**src/rtl/lsu_mem_ctrl.sv**
```systemverilog
// Load/store unit: one request/acknowledge memory transaction per start, with alignment
// checks, a request timeout, and aligned, sign- or zero-extended load data for writeback.
module lsu_mem_ctrl #(
  parameter int unsigned TIMEOUT = 16
) (
  input  logic        clk,
  input  logic        reset,
  input  logic        start,
  input  logic [5:0]  op,
  input  logic [31:0] daddr,
  input  logic [31:0] rv2,
  output logic        mem_req,
  output logic [31:0] mem_addr,
  output logic [3:0]  mem_we,
  output logic [31:0] mem_wdata,
  input  logic        mem_ack,
  input  logic [31:0] mem_rdata,
  output logic        busy,
  output logic        done,
  output logic [31:0] ld_data,
  output logic        misaligned,
  output logic        bus_err
);

  localparam logic [5:0] OP_LB  = 6'd19;
  localparam logic [5:0] OP_LH  = 6'd20;
  localparam logic [5:0] OP_LW  = 6'd21;
  localparam logic [5:0] OP_LBU = 6'd22;
  localparam logic [5:0] OP_LHU = 6'd23;
  localparam logic [5:0] OP_SB  = 6'd24;
  localparam logic [5:0] OP_SH  = 6'd25;
  localparam logic [5:0] OP_SW  = 6'd26;
  localparam logic [7:0] TO_LAST = 8'(TIMEOUT - 1);

  typedef enum logic [1:0] {S_IDLE, S_REQ, S_DONE} state_t;

  state_t      state;
  logic [7:0]  cnt;
  logic [1:0]  addr_lo;
  logic [5:0]  op_q;

  logic        is_mem;
  logic        is_load_q;
  logic        mis;
  logic [3:0]  we_n;
  logic [31:0] wd_n;
  logic [31:0] shifted;
  logic [15:0] half;
  logic [31:0] ld_n;

  always_comb begin
    is_mem    = (op >= OP_LB) && (op <= OP_SW);
    is_load_q = (op_q >= OP_LB) && (op_q <= OP_LHU);
    mis       = 1'b0;
    we_n      = 4'b0000;
    wd_n      = 32'h0;
    case (op)
      OP_LH, OP_LHU: mis = daddr[0];
      OP_LW:         mis = |daddr[1:0];
      OP_SB: begin
        we_n = 4'b0001 << daddr[1:0];
        wd_n = {4{rv2[7:0]}};
      end
      OP_SH: begin
        mis  = daddr[0];
        we_n = daddr[1] ? 4'b1100 : 4'b0011;
        wd_n = {2{rv2[15:0]}};
      end
      OP_SW: begin
        mis  = |daddr[1:0];
        we_n = 4'b1111;
        wd_n = rv2;
      end
      default: ;
    endcase
  end

  // Byte lane selection uses the offset latched at request time, not the live daddr.
  always_comb begin
    shifted = mem_rdata >> {addr_lo, 3'b000};
    half    = addr_lo[1] ? mem_rdata[31:16] : mem_rdata[15:0];
    case (op_q)
      OP_LB:   ld_n = {{24{shifted[7]}}, shifted[7:0]};
      OP_LBU:  ld_n = {24'h0, shifted[7:0]};
      OP_LH:   ld_n = {{16{half[15]}}, half};
      OP_LHU:  ld_n = {16'h0, half};
      default: ld_n = mem_rdata;
    endcase
  end

  always_ff @(posedge clk or posedge reset) begin
    if (reset) begin
      state      <= S_IDLE;
      cnt        <= 8'h0;
      addr_lo    <= 2'b00;
      op_q       <= 6'h0;
      mem_req    <= 1'b0;
      mem_addr   <= 32'h0;
      mem_we     <= 4'b0000;
      mem_wdata  <= 32'h0;
      busy       <= 1'b0;
      done       <= 1'b0;
      ld_data    <= 32'h0;
      misaligned <= 1'b0;
      bus_err    <= 1'b0;
    end else begin
      done       <= 1'b0;
      misaligned <= 1'b0;
      bus_err    <= 1'b0;
      case (state)
        S_IDLE: begin
          if (start && is_mem) begin
            busy <= 1'b1;
            if (mis) begin
              state      <= S_DONE;
              done       <= 1'b1;
              misaligned <= 1'b1;
            end else begin
              state     <= S_REQ;
              mem_req   <= 1'b1;
              mem_addr  <= {daddr[31:2], 2'b00};
              mem_we    <= we_n;
              mem_wdata <= wd_n;
              addr_lo   <= daddr[1:0];
              op_q      <= op;
              cnt       <= 8'h0;
            end
          end
        end
        S_REQ: begin
          // An ack on the timeout edge still completes the access normally.
          if (mem_ack) begin
            state   <= S_DONE;
            mem_req <= 1'b0;
            mem_we  <= 4'b0000;
            done    <= 1'b1;
            if (is_load_q) ld_data <= ld_n;
          end else if (cnt == TO_LAST) begin
            state   <= S_DONE;
            mem_req <= 1'b0;
            mem_we  <= 4'b0000;
            done    <= 1'b1;
            bus_err <= 1'b1;
          end else begin
            cnt <= cnt + 8'h1;
          end
        end
        S_DONE: begin
          state <= S_IDLE;
          busy  <= 1'b0;
        end
        default: state <= S_IDLE;
      endcase
    end
  end

endmodule

```
**config.mk**
```make
export PLATFORM = sky130hd
export DESIGN_NAME = lsu_mem_ctrl
export DESIGN_NICKNAME = d
export VERILOG_FILES = /design/src/rtl/lsu_mem_ctrl.sv
export SDC_FILE = /design/constraint.sdc
export NUM_CORES = 1
export LEC_CHECK = 0
export BUFFER_PORTS_ARGS = -buffer_cell sky130_fd_sc_hd__buf_2
export CORE_MARGIN = 3
export CORE_UTILIZATION = 40
export CTS_CLUSTER_SIZE = 24
export DETAILED_ROUTE_END_ITERATION = 8
export PLACE_DENSITY = 0.67
export SETUP_SLACK_MARGIN = 0.1
export SLEW_MARGIN = 30
export SYNTH_ARGS = -nofsm -noshare
export SYNTH_HDL_FRONTEND = slang
export SYNTH_SLANG_ARGS = --single-unit
```
**constraint.sdc**
```tcl
create_clock -name clk -period 4.9 [get_ports clk]
set_input_delay 0.735 -clock clk [delete_from_list [all_inputs] [get_ports clk]]
set_output_delay 0.735 -clock clk [all_outputs]
set_load 0.005 [all_outputs]
```
==> metrics.cfg, run 1 <==
[cells_and_area]
final_cell_count_no_fill = 918
area_occupied_by_multi_input_gates_um2 = 2437
fillers = 1256
syn_to_final_growth_pct = 28.55
drive_above_1_share_pct = 37.40
number_of_antenna_diodes = 0
layout.cell_area.non_filler_um2 = 7386
seq_area_um2 = 3028
num-nets-final = 835

[power_and_ir_drop]
vdd_drop_max_mv = 0.2237
pwr-share-seq_pct = 42.6
power_density_nw_per_um2 = 465.3
power.static_leakage_nw = 3.668
power_switching_share_pct = 30.51
intPower_mw = 2.388
switching_power_mw = 1.048
power_frac_clock_pct = 31.5
power_frac_comb_pct = 25.9

[die]
placementRows = 43
die_area_um2 = 15840
initial_utilization_pct = 41.07
die_w_um = 125.9
floorplan_core_area_um2 = 13990
die_h_um = 125.9
io_pins = 211

[worst_setup_path]
timing.critical_path.to = mem_addr[26]$_DFFE_PP0P_
crit_path_end_kind = flop
crit_path_arrival_time_ns = 2.91
worst-path-max-fanout = 75
timing.reg2reg.setup_slack_ns = 2.47
worst-r2r-cell-count = 4
timing.critical_path.from = op[0]
setup.worst_path.class = primary input to flop
r2r_start = addr_lo[1]$_DFFE_PP0P_
setup.worst_path.start_class = primary input
critical_path.reg2reg.endpoint = ld_data[26]$_DFFE_PP0P_
cp_data_required_time_ns = 5.18

[grt]
grt_max_degree = 76
grt_antenna_before_repair = 0
globalRouteOverflowTotal = 0
top_usage_layer = met2
gr_met1_demand_resource_pct = 25.17
grt_pass1_wl_um = 25280
grt_util_met2_pct = 31.34
number_of_global_route_vias_before_repair = 5009
groute.usage.overall_pct = 19.76
grtUsageMet3_pct = 6.828

[clock_tree]
clock_tree.htree_level_count = 4
post-cts-setup-buffer-count = 0
ctsHoldBuffers = 0
cts_inserted_buffers = 17
cts_num_sinks = 121
cts.path.max_buffers = 2
tritoncts = done
insertion_delay_ns = 0.41
ctsRootBufferMaster = clkbuf_16
post_cts_resized = 0
clk_pin_slew_worst_paths_ns = 0.05

[worst_hold_path]
worst_hold_path_type = primary input to async pin

[synthesis]
yosysTopAreaCellShare_pct = 52.70
synthCells = 527
synth_area_um2 = 5746
yosys_warnings = 0
synthTopCellsByCount = 121 x dfrtp_1, 53 x a21oi_1, 50 x nor2_1, 43 x nand2_1, 40 x mux2i_1
synthDistinctLibCells = 55
ys_seq_elements = 121
synth.largest_area_cell = dfrtp_1
ys_top_cells_by_area = dfrtp_1 53%, mux2i_1 7.0%, mux2_2 4.9%, a21oi_1 4.6%, mux2_1 4.1%
post-synth-top-count-cell = dfrtp_1
dominantRegCellSynth = dfrtp_1
seq_area_frac_synth_pct = 52.70
synth-async-reset-ratio_pct = 100.0
number_of_enable_flip_flop_cells_after_synthesis = 0
synthesis.area_per_instance_um2 = 10.90

[drt]
via_per_inst = 5.265
route.final.wire_length_um = 15380
wl_per_cell_um = 16.76
detail_route.iter0.violations = 273
postRouteAntennaNets = 0
drc = 0
routed-via-count = 4833
drt_first_pass_iters = 5

[job]
cap_violations = 0

[timing]
final.setup_skew_ns = 0.007391
worst-slew-pin-transition_ns = 0.7859
maxSlewHeadroom_pct = 47.42
timing.hold.ws_ns = 0.3123
grt_setup_unrepaired = no
timing.setup.tns_ns = 0
hold_viol_final = 0
report.final.setup_viol = 0
timing.fmax_mhz = 380.8
final.min_clock_period_ns = 2.626
timing.final.max_slew_violations = 0
final.period_utilization_pct = 53.59

[placed_design]
placement.cell_area_um2 = 6877
dpl.cell_count = 889
gp_routability_congestion = 0.8831
numPortBuffers = 208
dp.final_hpwl_um = 11290

[status]
run_status = finished, final reports clean

[worst max-delay path: stages]
cell and delay [ns]:
buf_2 0.35, nand2b_1 0.19, o22ai_1 0.09, a22o_2 0.30
a31oi_4 0.19, buf_6 0.59, mux2_2 0.41
[through the flow]
stage	setup WS (ns)	util [%]	power [mW]
after floorplan	0.9508	-	1.945
after global placement	1.714	49.12	2.333
after detailed placement	1.644	49.16	2.376
after CTS	2.076	52.77	3.469
after global routing	2.122	52.80	3.646
final	2.274	52.80	3.436
[metal layers]
metal	wire [µm]	vias to the layer above
li1	-	2260
met1	6539	2314
met2	7078	231
met3	1466	28
met4	297	0
met5	0	-
[registers in the layout (all words and copies together) (netlist names)]
register and cells:
mem_req 1, op_q 6, ld_data 32, mem_we 4
mem_wdata 32, state 2, busy 1, addr_lo 2
mem_addr 30, misaligned 1, bus_err 1, done 1
cnt 8
[cell type report]
class | count | share of cell area (%)
sequential | 121 | 41.00
multi-input combinational | 346 | 33.00
timing repair buffer | 212 | 14.55
clock buffer | 25 | 6.573
tap | 180 | 3.049
inverter | 30 | 1.559
clock inverter | 4 | 0.2710
[cells by family (layout without fill, tap and decap cells)]
logic type | Yosys count | in the layout | share of synthesized area [%]
compound gates | 118 | 118 | 13.74
xor+xnor | 3 | 3 | 0.4574
fa+ha+maj | 1 | 1 | 0.2177
buf+inv | 61 | 271 | 5.030
flops | 121 | 121 | 52.70
mux | 89 | 89 | 17.16
other cells | 1 | 2 | 0.06527
simple gates | 133 | 133 | 10.63
[power groups by stage]
| stage | Clock [mW] | Sequential (mW) | Combinational (mW) |
|---|---|---|---|
| floorplan | 0 | 1.45 | 0.496 |
| global placement | 0 | 1.46 | 0.872 |
| detailed placement | 0 | 1.48 | 0.900 |
| CTS | 1.10 | 1.46 | 0.902 |
| global route | 1.15 | 1.50 | 0.995 |
| finish | 1.08 | 1.46 | 0.891 |
[cell usage in the layout, fill, tap and decap left out, types with 2 or more instances in the layout]
master     count
buf_2        208
dfrtp_1      121
a21oi_1       52
nor2_1        50
nand2_1       43
mux2i_1       40
inv_1         29
mux2_2        25
mux2_1        21
clkbuf_16     17
nand2b_1      11
a22oi_1       11
a22o_1         9
a31oi_1        8
nand3_1        7
o21ai_0        7
nor2b_1        5
clkbuf_1       5
o221ai_1       4
o21bai_1       4
a32o_1         4
clkinv_2       4
a221oi_1       3
nor3_1         3
mux4_2         3
clkbuf_8       3
buf_4          3
xnor2_1        2
and3_1         2
and2_1         2
o22ai_1        2
conb_1         2
[worst min path at each step]
stage	to	cells past startpoint	startpoint	slack, ns
2_1_floorplan	op_q[4]$_DFFE_PP0P_	1	op_q[4]$_DFFE_PP0P_	0.42
3_3_place_gp	op_q[4]$_DFFE_PP0P_	1	op_q[4]$_DFFE_PP0P_	0.44
3_5_place_dp	op_q[4]$_DFFE_PP0P_	1	op_q[4]$_DFFE_PP0P_	0.46
4_1_cts	mem_addr[18]$_DFFE_PP0P_	2	reset	0.31
5_1_grt	mem_addr[18]$_DFFE_PP0P_	2	reset	0.32
6_report	mem_addr[12]$_DFFE_PP0P_	2	reset	0.31
(Power assumes the default switching activity.)
==> inputs of run 2 (changes only) <==
Clock period 4.9 ns to 2.5 ns, I/O delays scaled along.
==> run 2 against run 1 <==
  * Via count grew 0.70%
  * Die area unchanged
  * Final cell count increased by 1.5%
  * Flip-flop and latch count unchanged
  * Clock power is 130% higher
  * Clock-buffer cell count is 1 lower
  * Largest power group unchanged
  * Highest routed layer unchanged
==> metrics.cfg, run 2 (same netlist as run 1, synthesis figures left out) <==
[timing]
hold_viol_final = 0  ; unchanged
final.setup_skew_ns = 0.007323  ; was 0.007391 ns
timing.final.max_slew_violations = 0  ; unchanged
final.period_utilization_pct = 84.82
setup_ws_post_layout_ns = 0.3794  ; was 2.274 ns
timing.hold.ws_ns = 0.1288  ; was 0.3123 ns
worst-slew-pin-transition_ns = 0.6740  ; was 0.7859 ns
timing.setup.tns_ns = 0  ; unchanged
timing.fmax_mhz = 471.6
final.min_clock_period_ns = 2.121
report.final.setup_viol = 0  ; unchanged
maxSlewHeadroom_pct = 55.07  ; was 47.42%
grt_setup_unrepaired = no  ; unchanged

[worst_setup_path]
worst-path-buf-inv = 1  ; was 2
cp.depth = 5  ; was 7
path_delay_family = simple AND/OR/NAND/NOR gates  ; was buffers and inverters
timing.critical_path.slowest_stage_cell = dfrtp_1  ; was buf_6
worst-r2r-cell-count = 5  ; was 4
cp_data_required_time_ns = 2.79  ; was 5.18 ns
worstPathCellList = nor3_1 > nand2_1 > a31oi_4 > buf_12 > mux2_2  ; was buf_2 > nand2b_1 > o22ai_1 > a22o_2 > a31oi_4 > buf_6 > mux2_2
crit_path_arrival_time_ns = 2.41  ; was 2.91 ns
worst-path-max-fanout = 54  ; was 75
crit_path_end_kind = flop  ; unchanged
setup.worst_path.start_class = flop  ; was primary input
slowest_delay_ns = 0.41  ; was 0.59 ns
setup.worst_path.class = flop to flop  ; was primary input to flop

[placed_design]
dpl.cell_count = 900  ; was 889
placement.setup.worst_slack_ns = 0.2230  ; was 1.644 ns
gp_routability_congestion = 0.8604  ; was 0.8831
numPortBuffers = 208  ; unchanged
dp.final_hpwl_um = 11420  ; was 11,290 µm

[cells_and_area]
layout_common_cells = 208 x buf_2, 121 x dfrtp_1, 53 x a21oi_1, 50 x nor2_1, 43 x nand2_1  ; was 208 x buf_2, 121 x dfrtp_1, 52 x a21oi_1, 50 x nor2_1, 43 x nand2_1
final_cell_count_no_fill = 932  ; was 918
fillers = 1233  ; was 1,256
syn_to_final_growth_pct = 31.93  ; was 28.55%
num-nets-final = 846  ; was 835
drive_above_1_share_pct = 38.43  ; was 37.40%
seq_area_um2 = 3028  ; unchanged
layout.cells.most_common = buf_2  ; unchanged
layout.core_utilization_pct = 54.19  ; was 52.80%
registers_with_the_highest_flip_flop_counts = ld_data x32, mem_wdata x32, mem_addr x30  ; unchanged
area_occupied_by_multi_input_gates_um2 = 2432  ; was 2437 µm²
number_of_antenna_diodes = 0  ; unchanged

[grt]
number_of_global_route_vias_before_repair = 5046  ; was 5,009
groute.usage.overall_pct = 20.03  ; was 19.76%
grt_pass1_wl_um = 25650  ; was 25,280 µm
grt_antenna_before_repair = 0  ; unchanged
grt_max_degree = 122  ; was 76
globalRouteOverflowTotal = 0  ; unchanged

[die]
die_w_um = 125.9  ; unchanged
die_h_um = 125.9  ; unchanged
floorplan_core_area_um2 = 13990  ; unchanged
placementRows = 43  ; unchanged
initial_utilization_pct = 41.07  ; unchanged
die_area_um2 = 15840  ; unchanged
io_pins = 211  ; unchanged

[clock_tree]
ctsHoldBuffers = 0  ; unchanged
cts_num_sinks = 121  ; unchanged
ctsRootBufferMaster = clkbuf_16  ; unchanged
insertion_delay_ns = 0.41  ; about the same
post_cts_resized = 0  ; unchanged
cts_inserted_buffers = 17  ; unchanged
clk_pin_slew_worst_paths_ns = 0.05  ; about the same
cts.path.max_buffers = 2  ; unchanged
post-cts-setup-buffer-count = 0  ; unchanged
tritoncts = done  ; unchanged
clock_tree.htree_level_count = 4  ; unchanged

[power_and_ir_drop]
power_frac_comb_pct = 25.9  ; about the same
vdd_drop_max_mv = 0.4766  ; was 0.2237 mV
power_switching_share_pct = 29.26  ; was 30.51%
switching_power_mw = 2.087  ; was 1.048 mW
intPower_mw = 5.046  ; was 2.388 mW
power_density_nw_per_um2 = 941.1  ; was 465.3 nW/µm²
power_frac_clock_pct = 34.6  ; was 31.5%
pwr-share-seq_pct = 39.5  ; was 42.6%
power.static_leakage_nw = 3.768  ; was 3.668 nW

[drt]
routed-via-count = 4867  ; was 4,833
postRouteAntennaNets = 0  ; unchanged
route.final.wire_length_um = 15490  ; was 15,380 µm
drt_first_pass_iters = 4  ; was 5
detail_route.iter0.violations = 270  ; was 273
wl_per_cell_um = 16.61  ; was 16.76 µm
via_per_inst = 5.222  ; was 5.265
drc = 0  ; unchanged

[status]
run_status = finished, final reports clean  ; unchanged

[job]
cap_violations = 0  ; unchanged

[worst_hold_path]
worst_hold_path_type = primary input to async pin  ; unchanged

[run 2: cell count changes in the layout (fill, tap and decap cells not counted)]
cell | previous run | this run
bufinv_16 | 0 | 3
clkbuf_1 | 5 | 4
buf_4 | 3 | 13
inv_4 | 1 | 0
and4_2 | 1 | 0
buf_6 | 1 | 0
and4_1 | 1 | 2
a21oi_1 | 52 | 53
clkinvlp_4 | 0 | 2
a21oi_2 | 1 | 0
buf_12 | 0 | 2
[run 2: routing by layer]
metal  global-route usage, %  routed length, µm
met3                   7.252               1612
met5                       0                  0
met4                   6.246                242
met1                   25.65               6429
met2                   32.00               7200
[run 2: area by class of cell]
type                            instances  share of cell area [%]
Tap cell                              180                   2.971
Clock buffer                           24                   6.355
Multi-Input combinational cell        346                   32.09
Inverter                               30                   1.535
Clock inverter                          8                   1.552
Timing Repair Buffer                  223                   15.55
Sequential cell                       121                   39.95
[run 2: power groups by stage]
stage | clock [mW] | combinational, mW | sequential [mW]
6_report | 2.47 | 1.85 | 2.82
3_3_place_gp | 0 | 1.81 | 2.82
2_1_floorplan | 0 | 0.972 | 2.84
5_1_grt | 2.61 | 2.07 | 2.90
3_5_place_dp | 0 | 1.86 | 2.85
4_1_cts | 2.52 | 1.87 | 2.82
[run 2: worst paths after layout]
| kind | slack [ns] | start | to |
|---|---|---|---|
| min | 0.13 | reset | ld_data[6]$_DFFE_PP0P_ |
| min in group clk | 0.18 | daddr[6] | mem_addr[6]$_DFFE_PP0P_ |
| max | 0.38 | state[1]$_DFFE_PP0P_ | mem_addr[25]$_DFFE_PP0P_ |
| max reg2reg | 0.38 | state[1]$_DFFE_PP0P_ | mem_addr[25]$_DFFE_PP0P_ |
| max in group asynchronous | 1.83 | reset | cnt[2]$_DFFE_PP0P_ |
| min reg2reg | 0.46 | op_q[4]$_DFFE_PP0P_ | op_q[4]$_DFFE_PP0P_ |
[run 2: tightest hold or removal path, delay by kind of cell]
| family | cells | cell delay [ns] |
|---|---|---|
| buf+inv | 3 | 0.63 |
[run 2: per-stage QoR]
stage               instance area, µm²  total power [mW]
finish                            7580             7.133
global route                      7580             7.576
CTS                               7580             7.218
detailed placement                6980             4.712
global placement                  6980             4.636
floorplan                         5753             3.812
==> inputs of run 3 (changes only) <==
Clock period 2.5 ns to 2.11 ns, I/O delays scaled along.
==> run 3 against run 2 <==
  * Sequential share of layout area down 0.78 points
  * Flip-flop and latch count unchanged
  * Sequential power up 18%
  * Clock skew about the same
  * Die area unchanged
  * Combinational power up 21%
  * Critical path type unchanged
  * Largest cell class unchanged
  * Largest power group unchanged
==> metrics.cfg, run 3 (same netlist as run 1, synthesis figures left out) <==
[clock_tree]
ctsRootBufferMaster = clkbuf_16  ; unchanged
cts_num_sinks = 121  ; unchanged
post-cts-setup-buffer-count = 0  ; unchanged
cts_inserted_buffers = 17  ; unchanged
clock_tree.htree_level_count = 4  ; unchanged
clk_pin_slew_worst_paths_ns = 0.05  ; about the same
tritoncts = done  ; unchanged
cts.path.max_buffers = 2  ; unchanged
insertion_delay_ns = 0.41  ; about the same

[cells_and_area]
number_of_antenna_diodes = 0  ; unchanged
drive_above_1_share_pct = 39.42  ; was 38.43%
registers_with_the_highest_flip_flop_counts = ld_data x32, mem_wdata x32, mem_addr x30  ; unchanged
area_occupied_by_multi_input_gates_um2 = 2440  ; was 2432 µm²
num-nets-final = 855  ; was 846
layout.cells.most_common = buf_2  ; unchanged
syn_to_final_growth_pct = 34.56  ; was 31.93%
seq_area_um2 = 3028  ; unchanged
layout_common_cells = 208 x buf_2, 121 x dfrtp_1, 53 x a21oi_1, 50 x nor2_1, 43 x nand2_1  ; unchanged
final_cell_count_no_fill = 941  ; was 932
layout.core_utilization_pct = 55.27  ; was 54.19%
fillers = 1253  ; was 1,233

[timing]
setup_ws_post_layout_ns = 0.1979  ; was 0.3794 ns
report.final.setup_viol = 0  ; unchanged
timing.setup.tns_ns = 0  ; unchanged
timing.fmax_mhz = 523.0  ; was 471.6 MHz
worst-slew-pin-transition_ns = 0.6492  ; was 0.6740 ns
grt_setup_unrepaired = yes  ; was no
final.setup_skew_ns = 0.007204  ; was 0.007323 ns
final.period_utilization_pct = 90.62  ; was 84.82%
hold_viol_final = 0  ; unchanged
final.min_clock_period_ns = 1.912  ; was 2.121 ns
timing.final.max_slew_violations = 0  ; unchanged
maxSlewHeadroom_pct = 56.56  ; was 55.07%

[drt]
met2_wirelength_um = 7311  ; was 7200 µm
detail_route.iter0.violations = 257  ; was 270
m1WireLength_um = 6596  ; was 6429 µm
drt_first_pass_iters = 5  ; was 4
postRouteAntennaNets = 0  ; unchanged
highest_layer = met4  ; unchanged
via_per_inst = 5.285  ; was 5.222
routed-wl-met3_um = 1543  ; was 1612 µm
routed-via-count = 4973  ; was 4,867
route.final.wire_length_um = 15730  ; was 15,490 µm
drc = 0  ; unchanged
wl_per_cell_um = 16.71  ; was 16.61 µm

[worst_setup_path]
r2r_start = state[1]$_DFFE_PP0P_  ; unchanged
setup.worst_path.class = flop to flop  ; unchanged
worst-r2r-cell-count = 5  ; unchanged
path_delay_family = simple AND/OR/NAND/NOR gates  ; unchanged
worst-path-buf-inv = 1  ; unchanged
timing.reg2reg.setup_slack_ns = 0.20  ; was 0.38 ns
critical_path.reg2reg.endpoint = mem_addr[28]$_DFFE_PP0P_  ; was mem_addr[25]$_DFFE_PP0P_
timing.critical_path.slowest_stage_cell = dfrtp_1  ; unchanged
setup.worst_path.start_class = flop  ; unchanged
slowest_delay_ns = 0.41  ; about the same
worstPathCellList = nor3_1 > nand2_1 > a31oi_4 > buf_12 > mux2_2  ; unchanged
crit_path_arrival_time_ns = 2.20  ; was 2.41 ns
crit_path_end_kind = flop  ; unchanged
worst-path-max-fanout = 34  ; was 54
cp_data_required_time_ns = 2.40  ; was 2.79 ns

[power_and_ir_drop]
switching_power_mw = 2.507  ; was 2.087 mW
power_frac_clock_pct = 35.4  ; was 34.6%
vdd_drop_max_mv = 0.5116  ; was 0.4766 mV
power_density_nw_per_um2 = 1117  ; was 941.1 nW/µm²
power.static_leakage_nw = 3.849  ; was 3.768 nW
intPower_mw = 6.129  ; was 5.046 mW
pwr-share-seq_pct = 38.7  ; was 39.5%
totalPowerFinal_mw = 8.635  ; was 7.133 mW
power_switching_share_pct = 29.03  ; was 29.26%
power_frac_comb_pct = 25.8  ; was 25.9%

[placed_design]
gp_routability_congestion = 0.8843  ; was 0.8604
numPortBuffers = 208  ; unchanged
dp.final_hpwl_um = 11700  ; was 11,420 µm
dpl.cell_count = 908  ; was 900
placement.setup.worst_slack_ns = 0.02623  ; was 0.2230 ns

[status]
run_status = finished, final reports clean  ; unchanged

[grt]
grt_antenna_before_repair = 0  ; unchanged
grt_max_degree = 51  ; was 122
groute.usage.overall_pct = 20.11  ; was 20.03%
number_of_global_route_vias_before_repair = 5081  ; was 5,046
grt_pass1_wl_um = 25700  ; was 25,650 µm
globalRouteOverflowTotal = 0  ; unchanged

[die]
placementRows = 43  ; unchanged
die_h_um = 125.9  ; unchanged
die_area_um2 = 15840  ; unchanged
initial_utilization_pct = 41.07  ; unchanged
io_pins = 211  ; unchanged
floorplan_core_area_um2 = 13990  ; unchanged
die_w_um = 125.9  ; unchanged

[worst_hold_path]
worst_hold_path_type = primary input to flop  ; was primary input to async pin
hold-path-cell-count = 2
holdCritStartpoint = daddr[4]
holdPathEnd = mem_addr[4]$_DFFE_PP0P_

[job]
cap_violations = 0  ; unchanged

-- run 3: cell types whose count changed in the layout (fill, tap and decap cells not counted) --
| cell | change |
|---|---|
| buf_12 | +3 |
| buf_4 | +5 |
| clkbuf_1 | -3 |
| clkbuf_8 | +4 |
| clkinvlp_4 | -1 |
| dlygate4sd3_1 | +1 |
| o31a_2 | -1 |
| o31a_4 | +1 |
-- run 3: worst max path at each step --
stage,from,to,slack [ns],cells after the start
floorplan,op[0],mem_addr[10]$_DFFE_PP0P_,0.18,8
global placement,op[0],mem_addr[25]$_DFFE_PP0P_,0.08,7
detailed placement,op[0],mem_wdata[24]$_DFFE_PP0P_,0.03,8
CTS,op_q[3]$_DFFE_PP0P_,ld_data[26]$_DFFE_PP0P_,0.21,5
global route,state[1]$_DFFE_PP0P_,mem_wdata[2]$_DFFE_PP0P_,0.1,6
finish,state[1]$_DFFE_PP0P_,mem_addr[28]$_DFFE_PP0P_,0.20,5
-- run 3: routing by layer --
| metal | up-vias | global-route usage (%) |
|---|---|---|
| met5 | - | 0 |
| met4 | 0 | 7.950 |
| met3 | 20 | 6.277 |
| met2 | 226 | 31.75 |
| met1 | 2423 | 26.00 |
| li1 | 2304 | - |
-- run 3: power by group through the flow --
stage / registers (mW) / logic [mW] / clock network, mW
floorplan: 3.36 / 1.15 / 0
global placement: 3.34 / 2.17 / 0
detailed placement: 3.38 / 2.24 / 0
CTS: 3.35 / 2.25 / 3.12
global route: 3.43 / 2.48 / 3.24
finish: 3.34 / 2.23 / 3.06
-- run 3: final cells by class --
class | count | area share [%]
sequential | 121 | 39.16
multi-input combinational | 346 | 31.56
timing repair buffer | 232 | 16.64
clock buffer | 25 | 6.797
tap | 180 | 2.913
inverter | 30 | 1.505
clock inverter | 7 | 1.424
-- run 3: repair_timing --
action / in CTS / in global routing
setup endpoints to repair: 0 / 17
resized for setup: 0 / 1
hold buffers: 1 / 0
endpoints found under the hold margin: 22 / 0
-- run 3: metrics by stage --
step                hold WS, ns  instance area (µm²)
floorplan                0.3892                 5753
global placement         0.4076                 7078
detailed placement       0.4173                 7078
CTS                      0.1035                 7724
global route             0.1159                 7731
finish                   0.1229                 7731
